<file path="src/rtl/cache_pkg.sv">
// rtl/cache_pkg.sv - shared cache fill types and block geometry constants
package cache_pkg;

  typedef enum logic [1:0] {
    IDLE = 2'd0,
    TAG  = 2'd1,
    FILL = 2'd2
  } fill_state_t;

  localparam int WORDS_PER_BLOCK = 8;
  localparam int BLOCK_OFFSET_W  = 4;
  localparam int WORD_CNT_W      = 4;

endpackage

</file>
<file path="src/rtl/fill_counter.sv">
// rtl/fill_counter.sv - word counter with clear, enable and saturation at one block
module fill_counter
  import cache_pkg::*;
(
  input  logic                  clk,
  input  logic                  rst,
  input  logic                  i_clear,
  input  logic                  i_en,
  output logic [WORD_CNT_W-1:0] o_count,
  output logic                  o_done
);

  localparam logic [WORD_CNT_W-1:0] LP_MAX = WORD_CNT_W'(WORDS_PER_BLOCK);

  logic [WORD_CNT_W-1:0] r_count;

  always_ff @(posedge clk) begin
    if (rst || i_clear) begin
      r_count <= '0;
    end else if (i_en && (r_count != LP_MAX)) begin
      r_count <= r_count + 1'b1;
    end
  end

  assign o_count = r_count;
  assign o_done  = (r_count == LP_MAX);

endmodule

</file>
<file path="src/rtl/cache_fill_fsm.sv">
// rtl/cache_fill_fsm.sv - cache miss handler: tag write then 8-word block fill from memory
module cache_fill_fsm
  import cache_pkg::*;
#(
  parameter int ADDR_W          = 16,
  parameter int DATA_W          = 16,
  parameter int WORDS_PER_BLOCK = 8
) (
  input  logic              clk,
  input  logic              rst,
  input  logic              miss_detected,
  input  logic [ADDR_W-1:0] miss_address,
  output logic              fsm_busy,
  output logic              write_tag_array,
  output logic              write_data_array,
  output logic [ADDR_W-1:0] cache_address,
  output logic [DATA_W-1:0] cache_data,
  output logic              memory_read,
  output logic [ADDR_W-1:0] memory_address,
  input  logic [DATA_W-1:0] memory_data,
  input  logic              memory_data_valid
);

  localparam logic [WORD_CNT_W-1:0] LP_LAST = WORD_CNT_W'(WORDS_PER_BLOCK - 1);

  fill_state_t           r_state;
  fill_state_t           w_next_state;
  logic [ADDR_W-1:0]     r_base;

  logic                  w_cnt_clear;
  logic                  w_issue_en;
  logic                  w_recv_en;
  logic                  w_issue_done;
  logic                  w_recv_done;
  logic                  w_last_word;
  logic [WORD_CNT_W-1:0] w_issue_cnt;
  logic [WORD_CNT_W-1:0] w_recv_cnt;
  logic [ADDR_W-1:0]     w_issue_addr;
  logic [ADDR_W-1:0]     w_recv_addr;

  // Counters restart in TAG so each fill begins from word 0.
  assign w_cnt_clear = (r_state == TAG);
  assign w_issue_en  = (r_state == FILL) && !w_issue_done;
  assign w_recv_en   = (r_state == FILL) && memory_data_valid && !w_recv_done;
  assign w_last_word = w_recv_en && (w_recv_cnt == LP_LAST);

  assign w_issue_addr = r_base + {{(ADDR_W-WORD_CNT_W-1){1'b0}}, w_issue_cnt, 1'b0};
  assign w_recv_addr  = r_base + {{(ADDR_W-WORD_CNT_W-1){1'b0}}, w_recv_cnt, 1'b0};

  fill_counter u_issue_cnt (
    .clk     (clk),
    .rst     (rst),
    .i_clear (w_cnt_clear),
    .i_en    (w_issue_en),
    .o_count (w_issue_cnt),
    .o_done  (w_issue_done)
  );

  fill_counter u_recv_cnt (
    .clk     (clk),
    .rst     (rst),
    .i_clear (w_cnt_clear),
    .i_en    (w_recv_en),
    .o_count (w_recv_cnt),
    .o_done  (w_recv_done)
  );

  always_ff @(posedge clk) begin
    if (rst) begin
      r_state <= IDLE;
      r_base  <= '0;
    end else begin
      r_state <= w_next_state;
      if ((r_state == IDLE) && miss_detected) begin
        r_base <= {miss_address[ADDR_W-1:BLOCK_OFFSET_W], {BLOCK_OFFSET_W{1'b0}}};
      end
    end
  end

  always_comb begin
    w_next_state     = r_state;
    fsm_busy         = 1'b0;
    write_tag_array  = 1'b0;
    write_data_array = 1'b0;
    cache_address    = '0;
    cache_data       = '0;
    memory_read      = 1'b0;
    memory_address   = '0;
    case (r_state)
      IDLE: begin
        // Stall must reach the pipeline in the same cycle the miss is seen.
        fsm_busy = miss_detected;
        if (miss_detected) begin
          w_next_state = TAG;
        end
      end
      TAG: begin
        fsm_busy        = 1'b1;
        write_tag_array = 1'b1;
        cache_address   = r_base;
        w_next_state    = FILL;
      end
      FILL: begin
        fsm_busy = 1'b1;
        if (w_issue_en) begin
          memory_read    = 1'b1;
          memory_address = w_issue_addr;
        end
        if (w_recv_en) begin
          write_data_array = 1'b1;
          cache_address    = w_recv_addr;
          cache_data       = memory_data;
        end
        if (w_last_word) begin
          w_next_state = IDLE;
        end
      end
      default: begin
        w_next_state = IDLE;
      end
    endcase
  end

endmodule

</file>
<file path="config.mk">
export PLATFORM = sky130hd
export DESIGN_NAME = cache_fill_fsm
export DESIGN_NICKNAME = d
export VERILOG_FILES = /design/src/rtl/cache_pkg.sv /design/src/rtl/fill_counter.sv /design/src/rtl/cache_fill_fsm.sv
export SDC_FILE = /design/constraint.sdc
export NUM_CORES = 1
export LEC_CHECK = 0
export CAP_MARGIN = 25
export CORE_ASPECT_RATIO = 1.25
export CORE_MARGIN = 8
export CORE_UTILIZATION = 42
export CTS_BUF_LIST = sky130_fd_sc_hd__clkbuf_4
export CTS_CLUSTER_SIZE = 40
export DETAILED_ROUTE_END_ITERATION = 8
export GPL_TIMING_DRIVEN = 1
export PLACE_DENSITY = 0.84
export SLEW_MARGIN = 20
export SYNTH_ARGS = -nofsm -noshare
export SYNTH_HDL_FRONTEND = slang
export SYNTH_SLANG_ARGS = --single-unit
</file>
<file path="constraint.sdc">
create_clock -name clk -period 2.9 [get_ports clk]
set_input_delay 0.725 -clock clk [delete_from_list [all_inputs] [get_ports clk]]
set_output_delay 0.725 -clock clk [all_outputs]
set_load 0.02 [all_outputs]
</file>
== Word level (Yosys, flattened, before mapping) ==
Index checks and enable logic that the tools add are counted.

* Flip-flop bits (word level): 22
* Bits of input ports: 36
* Output and inout bits: 52
* Logic and storage cells: 45

* $add $sub $neg: 4
* Equal/unequal tests: 9
* Mux-type cells: 15
* Reduce and logical (&&, ||, !) cells: 13

{| class="wikitable"
|+ Operators with widths
! kind !! count
|-
| $mux 16 || 5
|-
| $add 16x5->16 || 2
|-
| $pmux 16 s2 || 1
|-
| $add 4x1->4 const B || 2
|-
| $eq 4x4->1 const B || 2
|-
| $ne 4x4->1 const B || 2
|-
| $logic_and 1x1->1 || 7
|-
| $pmux 2 s3 || 1
|-
| $mux 1 || 5
|-
| $eq 4x3->1 const B || 1
|-
| $mux 2 || 2
|-
| $ne 2x2->1 const B || 2
|-
| $eq 2x1->1 const B || 1
|-
| $eq 2x2->1 const B || 1
|-
| $logic_not 1->1 || 2
|-
| $logic_not 2->1 || 1
|-
| $pmux 1 s2 || 1
|-
| $reduce_and 2->1 || 1
|-
| $reduce_or 2->1 || 1
|-
| $logic_or 1x1->1 || 1
|}

== Depth between registers and ports, before layout ==
Gate-level depths: netlist (run 1).

* Word-level depth: 6
* Depth in mapped cells: 9
* Mapped depth without buffers: 7

== Hierarchy ==
From an unflattened synthesis (run 1), not the netlist that was laid out.

* Cell total of the unflattened synthesis: 262
* Area, all modules: 1863.0 µm²

{| class="wikitable"
|+ Modules (own cells, without submodules)
! module !! instances !! cells an instance !! area an instance (µm²) !! sequential area each (µm²)
|-
| cache_fill_fsm || 1 || 212 || 1415.1 || 280.3
|-
| fill_counter || 2 || 25 || 224.0 || 80.1
|}

== Worst setup path after synthesis (run 1) ==
No wires, ideal clock.

* Kind: input to output
* Start point: input memory_data_valid
* End point: output cache_address[11]
* Data arrival time: 1.896 ns
* Data required time: 2.175 ns
* Setup slack: 0.279 ns
* Stages on the path: 7
* Buffers on the path: 2
* Cell sequence: and2_1 buf_2 nand2_2 inv_2 buf_6 a21oi_1 nor3b_1

* Longest elaborated chain between the ends: 4

{| class="wikitable"
|+ RTL lines
! item !! line !! RTL
|-
| start: declaration || cache_fill_fsm.sv:21 || <nowiki>input logic memory_data_valid</nowiki>
|-
| $logic_and 1x1->1 (2 in a row) || cache_fill_fsm.sv:44 || <nowiki>assign w_recv_en = (r_state == FILL) && memory_data_valid && !w_recv_done;</nowiki>
|-
| $mux 16 || cache_fill_fsm.sv:109 || <nowiki>if (w_recv_en) begin</nowiki>
|-
| $pmux 16 s2 || cache_fill_fsm.sv:89 || <nowiki>case (r_state)</nowiki>
|-
| end: declaration || cache_fill_fsm.sv:16 || <nowiki>output logic [ADDR_W-1:0] cache_address,</nowiki>
|}

Every way passes these cells.

== Worst setup path in the final report (run 1) ==
* Start point: register r_state[0]
* End point: output memory_address[15]

* Longest elaborated chain between the ends: 4

{| class="wikitable"
|+ RTL lines
! item !! line !! RTL
|-
| start: declaration || cache_fill_fsm.sv:26 || <nowiki>fill_state_t r_state;</nowiki>
|-
| start signal: assignment || cache_fill_fsm.sv:73 || <nowiki>r_state <= w_next_state;</nowiki>
|-
| $eq 2x2->1 (*) || cache_fill_fsm.sv:43, cache_fill_fsm.sv:89 ||
|-
| $logic_and 1x1->1 || cache_fill_fsm.sv:43 || <nowiki>assign w_issue_en = (r_state == FILL) && !w_issue_done;</nowiki>
|-
| $mux 16 || cache_fill_fsm.sv:105 || <nowiki>if (w_issue_en) begin</nowiki>
|-
| $mux 16 (*) || cache_fill_fsm.sv:89 ||
|-
| end: declaration || cache_fill_fsm.sv:19 || <nowiki>output logic [ADDR_W-1:0] memory_address,</nowiki>
|}

Every way passes the cells marked *; elsewhere a longest branch is shown, timed or not.

==> results of run 1 <==
[worst max-delay path, cell delays in order (launching register included)]
cell and delay [ns]:
dfxtp_1 0.41, inv_1 0.11, ha_1 0.23, buf_4 0.15, o21ai_1 0.16, buf_4 0.19
buf_4 0.14, nor2_1 0.05, dlygate4sd2_1 0.31
[per-stage QoR]
stage / worst slack, ns / area [sq um] / setup TNS, ns / total power, mW / hold WS, ns
after floorplan: 0.279 / 1810 / 0 / 0.756 / 0.453
after global routing: -0.00442 / 2750 / -0.00442 / 1.24 / 0.524
after detailed placement: -0.501 / 2770 / -8.85 / 1.03 / 0.467
final: 0.125 / 2750 / 0 / 1.16 / 0.508
after global placement: -0.485 / 2770 / -8.25 / 1.01 / 0.463
after CTS: 0.0120 / 2740 / 0 / 1.15 / 0.485
[power groups by stage]
stage	clock network (mW)	logic [mW]	registers, mW
after CTS	0.146	0.626	0.382
final	0.139	0.638	0.385
after floorplan	0	0.382	0.374
after detailed placement	0	0.638	0.388
after global placement	0	0.625	0.385
after global routing	0.157	0.693	0.392
[per-layer routing]
layer  global-route usage (%)  vias to the layer above  share of wire (%)
li1                         -                     1065                  -
met5                        0                        -                  0
met4                     7.32                        0                2.2
met3                     3.48                       13                8.0
met1                     19.5                      964                 42
met2                     30.3                       90                 48
[layout make-up]
cell class / count / area, sq um / share of cell area (%)
Inverter: 13 / 53.8 / 1.95
Tap cell: 56 / 70.1 / 2.55
Clock buffer: 3 / 22.5 / 0.818
Multi-Input combinational cell: 203 / 1250 / 45.5
Timing Repair Buffer: 109 / 915 / 33.2
Sequential cell: 22 / 440 / 16.0
[cell families (layout without fill, tap and decap cells)]
group	Yosys count	count (layout)	synth area share (%)
AOI/OAI and AO/OA	45	45	15.0
xor gates and xnor gates	12	12	5.82
adders and majority gates	13	13	9.00
buffers and inverters	33	125	8.66
DFF	22	22	24.4
muxes	2	2	1.11
other	1	2	0.208
and+or+nand+nor	129	129	35.9
[path summary, 6_finish.rpt]
path	startpoint	endpoint	slack (ns)	depth (start not counted)
hold / removal	u_recv_cnt.o_count[1]	u_recv_cnt.o_count[1]	0.51	2
hold reg to reg	u_recv_cnt.o_count[1]	u_recv_cnt.o_count[1]	0.51	2
setup / recovery	r_state[0]	memory_address[15]	0.12	8
setup reg to reg	r_state[1]	u_recv_cnt.o_count[2]	1.21	4
[state kept, by name, summed over array words and instances (netlist names)]
signal	flops
r_base	12
r_state	2
u_issue_cnt.o_count	4
u_recv_cnt.o_count	4
[cells in the final DEF, fill, tap and decap left out, drive strengths merged, types with 5 or more instances in the layout]
cell type and count:
nor2 21, ha 13, or3 5, buf 39, inv 13, nand4 6
o21ai 6, nand2 41, clkdlybuf4s50 34, dfxtp 22, and2 7, dlygate4sd2 24
xnor2 7, nor3 8, and3 19, a21oi 25, clkbuf 11, nand3 8
xor2 5
[repair_timing]
item                       4_1_cts  5_1_grt
setup endpoints to repair       44       15
setup buffers                    1        2
pin swaps                        0        2
resized for setup               90       28
==> reports/qor.yml, run 1 <==
sta:
  setup_viol: 0
  clock_skew_ns: 0.00402
  max_slew_margin_pct: 65.0
  min_period_ns: 2.78
  final_hold_viol_count: 0
  drv_slew: 0
  period_share_pct: 95.7
  worstMarginPinSlew_ns: 0.525
  fmax_mhz: 360
synth:
  synth_top_area_share_pct: 24.4
  synth-warning-count: 0
  yosys-top-cells-area: "dfxtp_1 24%, ha_1 9.0%, nand2_1 8.3%, a21oi_1 6.9%, and3_1 6.6%"
  synth.avg_cell_area_sq_um: 7.03
  ys.flop_type: "dfxtp_1"
  yosysTopAreaCell: "dfxtp_1"
  ys_seq_area_share_pct: 24.4
  synthTopCellsByCount: "40 x nand2_1, 25 x a21oi_1, 22 x dfxtp_1, 21 x nor2_1, 19 x and3_1"
  synth-edff-count: 0
  syn_inst: 257
  ys_ff_latch: 22
  syn_area_sq_um: 1810
  synthArstFlopShare_pct: 0
  synth_most_common_cell: "nand2_1"
  synthDistinctLibCells: 42
cells_and_area:
  fin_nets: 401
  area_growth_pct: 52.4
  nFillCells: 387
  num_antenna_cells: 0
  finalNonFillerCells: 406
  post-route-util_pct: 67.2
  final_layout_size_suffix_gt1_share_pct: 16.9
clocking:
  clockBufferDepth: 2
  cts.hold.buffers_added: 0
  cts.htree.levels: 1
  cts_root_buffer: "clkbuf_4"
  cts_made_buffers: 3
  cts_num_sinks: 22
  clk_latency_ns: 0.30
  cts.clk_slew.worst_paths_ns: 0.12
  cts_tree: "built"
placement:
  dp_hpwl_microns: 4640
  gp_congestion: 0.876
  dp.cells: 400
  io_buffers: 81
worst_setup_path:
  cp-start-kind: "flop"
  cp.arrival_ns: 2.05
  cp_max_fo: 5
  cp.required_ns: 2.17
  path_class: "reg -> out"
  endpoint_kind: "output pin"
power:
  power.switching_uw: 499
  p_clk_share_pct: 11.9
  power_density_nw_per_um2: 422
  pwr-share-seq_pct: 33.1
  switching_share_pct: 43.0
  combPwrFrac_pct: 54.9
  power_leakage_nw: 1.34
  ir_drop_v: 0.000292
  internal_power_uw: 662
global_route:
  grt_pass1_wl_microns: 9250
  grt_overflow: 0
  track_usage_pct: 17.3
  grt_pass1_vias: 2061
  antenna_found_initial: 0
  grt_max_degree: 18
floorplan:
  start_util_pct: 44.1
  rows: 26
  ios: 88
  die_h_microns: 89.3
  core_area_sq_um: 4100
  die_w_microns: 74.7
  dieArea_sq_um: 6670
routing:
  avgRoutedWirePerCell_microns: 14.8
  drc: 0
  firstDrtPassIters: 4
  vias: 2132
  drt_wl_total_microns: 5990
  drt_iter0_markers: 106
  drtAntennaViolNets: 0
  via_per_inst: 5.25
min_path:
  hp-class: "reg -> reg"
outcome:
  status: "finished clean"
run:
  max_cap_viol_count: 0
(Power assumes the default switching activity.)
==> run 2: changes to the inputs <==
--- a/config.mk
+++ b/config.mk
@@ -18,3 +18,4 @@
 export SYNTH_ARGS = -nofsm -noshare
 export SYNTH_HDL_FRONTEND = slang
 export SYNTH_SLANG_ARGS = --single-unit
+export TNS_END_PERCENT = 100
==> results of run 2 <==
The final DEF is identical to that of run 1; final timing and power are the same.
==> edit, RTL diff (config.mk and constraints of run 1) <==
Add an input register stage for `memory_data`; this delays it by one clock. The other inputs are not delayed to match.
--- a/src/rtl/cache_fill_fsm.sv
+++ b/src/rtl/cache_fill_fsm.sv
@@ -24,2 +24,8 @@
   localparam logic [WORD_CNT_W-1:0] LP_LAST = WORD_CNT_W'(WORDS_PER_BLOCK - 1);
+
+  logic [DATA_W-1:0] memory_data_q;
+
+  always_ff @(posedge clk) begin
+    memory_data_q <= memory_data;
+  end
 
@@ -111,3 +117,3 @@
           cache_address    = w_recv_addr;
-          cache_data       = memory_data;
+          cache_data       = memory_data_q;
         end
Behaviour: not the same (Yosys sat finds a counterexample within 4 cycles, from zero or initial values and one cycle with rst high).
==> edit against run 1 <==
- area after synthesis up 19%
- sequential cell count grew 16
- utilization fell by 3.3 points
- total power grew 34%
- setup slack better by 0.010 ns
- routed wire length grew 9.7%
- worst hold slack got worse by 0.012 ns
- cell area grew 16%
- critical endpoint is now cache_address[6]
==> edit: results (changes against run 1) <==
[status]
outcome = finished, final reports clean

[placement]
gp_congestion = 0.931  ; +6.3%
portBuffers = 81  ; unchanged
post-dp-hpwl_um = 5220  ; +12%
dp_slack_ns = -0.582  ; -0.0818 ns
place_inst = 429  ; +7.2%
dpl_cell_area_sq_um = 3150  ; +14%

[yosys]
synthCells = 278  ; +8.2%
synthArstFlopShare_pct = 0  ; unchanged
synthTopCellsByArea = dfxtp_1, nand2_1, ha_1
synth_cell_types = 39  ; -7.1%
yosys_warnings = 0  ; unchanged
yosys-top-cells-count = nand2_1, dfxtp_1, a21oi_1
seq_area_frac_synth_pct = 35.3  ; +11 points

[critical_path]
rr_worst_depth = 10  ; +6
rr_startpoint = r_state[0]
cp-endpoint = cache_address[6]
path_max_fanout = 4  ; -1
startpoint = r_state[1]
cp.arrival_ns = 2.04
ff2ff_setup_slack_ns = 1.23  ; +0.02 ns
timing.rr.end = u_recv_cnt.o_count[2]

[min_path]
hold_path_end = r_base[6]
hold_path.startpoint = r_base[6]
hp-class = flop to flop
whs_path_depth = 2  ; unchanged

[timing]
finalClockSkew_ns = 0.00651  ; +0.00249 ns
timing.final.ws_setup_ns = 0.135  ; +0.0104 ns
hold_ws_ns = 0.496  ; -0.0118 ns

[clock_network]
cts.clk_slew.worst_paths_ns = 0.11
ctsHtreeMaxLevel = 2  ; +1
clock_latency_ns = 0.35  ; +0.05 ns
clk_path_buf_depth = 2  ; unchanged
cts_setup_buffers = 0  ; -1
cts_buffers = 5  ; +2

[finish]
drive_above_1_share_pct = 18.9  ; +2.1 points
fin_nets = 423  ; +5.5%
num_antenna_cells = 0  ; unchanged

[routing]
vias_per_cell = 5.32  ; +1.4%
drt_iter0_markers = 203  ; +92%
drt_pass1_iterations = 4  ; unchanged
wire_per_inst_um = 15.0  ; +1.9%
vias = 2326  ; +9.1%

[grt]
grt_max_degree = 20  ; +2
grt_pass1_vias = 2248  ; +9.1%
grt_usage_pct = 16.9  ; -0.39 points
grt_first_pass_wirelength_um = 10300  ; +11%
antenna_found_initial = 0  ; unchanged

[power_and_ir_drop]
leakagePower_nw = 1.55  ; +16%
power_switching_uw = 610  ; +22%
vdd_ir_drop_max_v = 0.000362  ; +24%

edit: timing repair:
item | in CTS | in global routing
pin swaps | 2 | 1
cloned | 0 | 0
setup endpoints to repair | 40 | 21
resized for setup | 90 | 22
endpoints found under the hold margin | 0 | 0
hold buffers | 0 | 0
edit: power groups by stage:
stage | Clock, mW | Sequential, mW | Combinational (mW)
detailed placement | 0 | 0.627 | 0.684
finish | 0.265 | 0.617 | 0.675
CTS | 0.277 | 0.615 | 0.668
floorplan | 0 | 0.602 | 0.397
global placement | 0 | 0.624 | 0.665
global route | 0.294 | 0.623 | 0.734
edit: worst max-delay path, stage by stage (launching register included):
cell and delay, ns:
dfxtp_1 0.39, inv_1 0.10, ha_1 0.31, clkinv_1 0.13, or3_1 0.37, o22ai_1 0.21, buf_4 0.19
edit: layout make-up:
type,instances,area [sq um]
Clock buffer,5,37.5
Clock inverter,3,16.3
Fill cell,455,1810
Inverter,12,45.0
Multi-Input combinational cell,206,1280
Sequential cell,38,763
Tap cell,62,77.6
Timing Repair Buffer,111,978
edit: logic make-up (layout without fill, tap and decap cells):
logic type	Yosys count	count (layout)	share of synthesized area [%]
buffers and inverters	35	131	7.95
other	1	2	0.174
AND/OR/NAND/NOR	132	132	31.1
XOR/XNOR	10	10	4.06
adder cells (fa/ha/maj)	13	13	7.55
multiplexers	2	2	0.929
AO/OA/AOI/OAI	47	47	12.9
flip-flops	38	38	35.3
edit: layer usage:
metal / up-vias / wire length [um] / track usage, %
met1: 1058 / 2460 / 16.6
li1: 1145 / - / -
met2: 106 / 3140 / 29.0
met4: 0 / 230 / 9.27
met5: - / 0 / 0
met3: 17 / 747 / 7.48
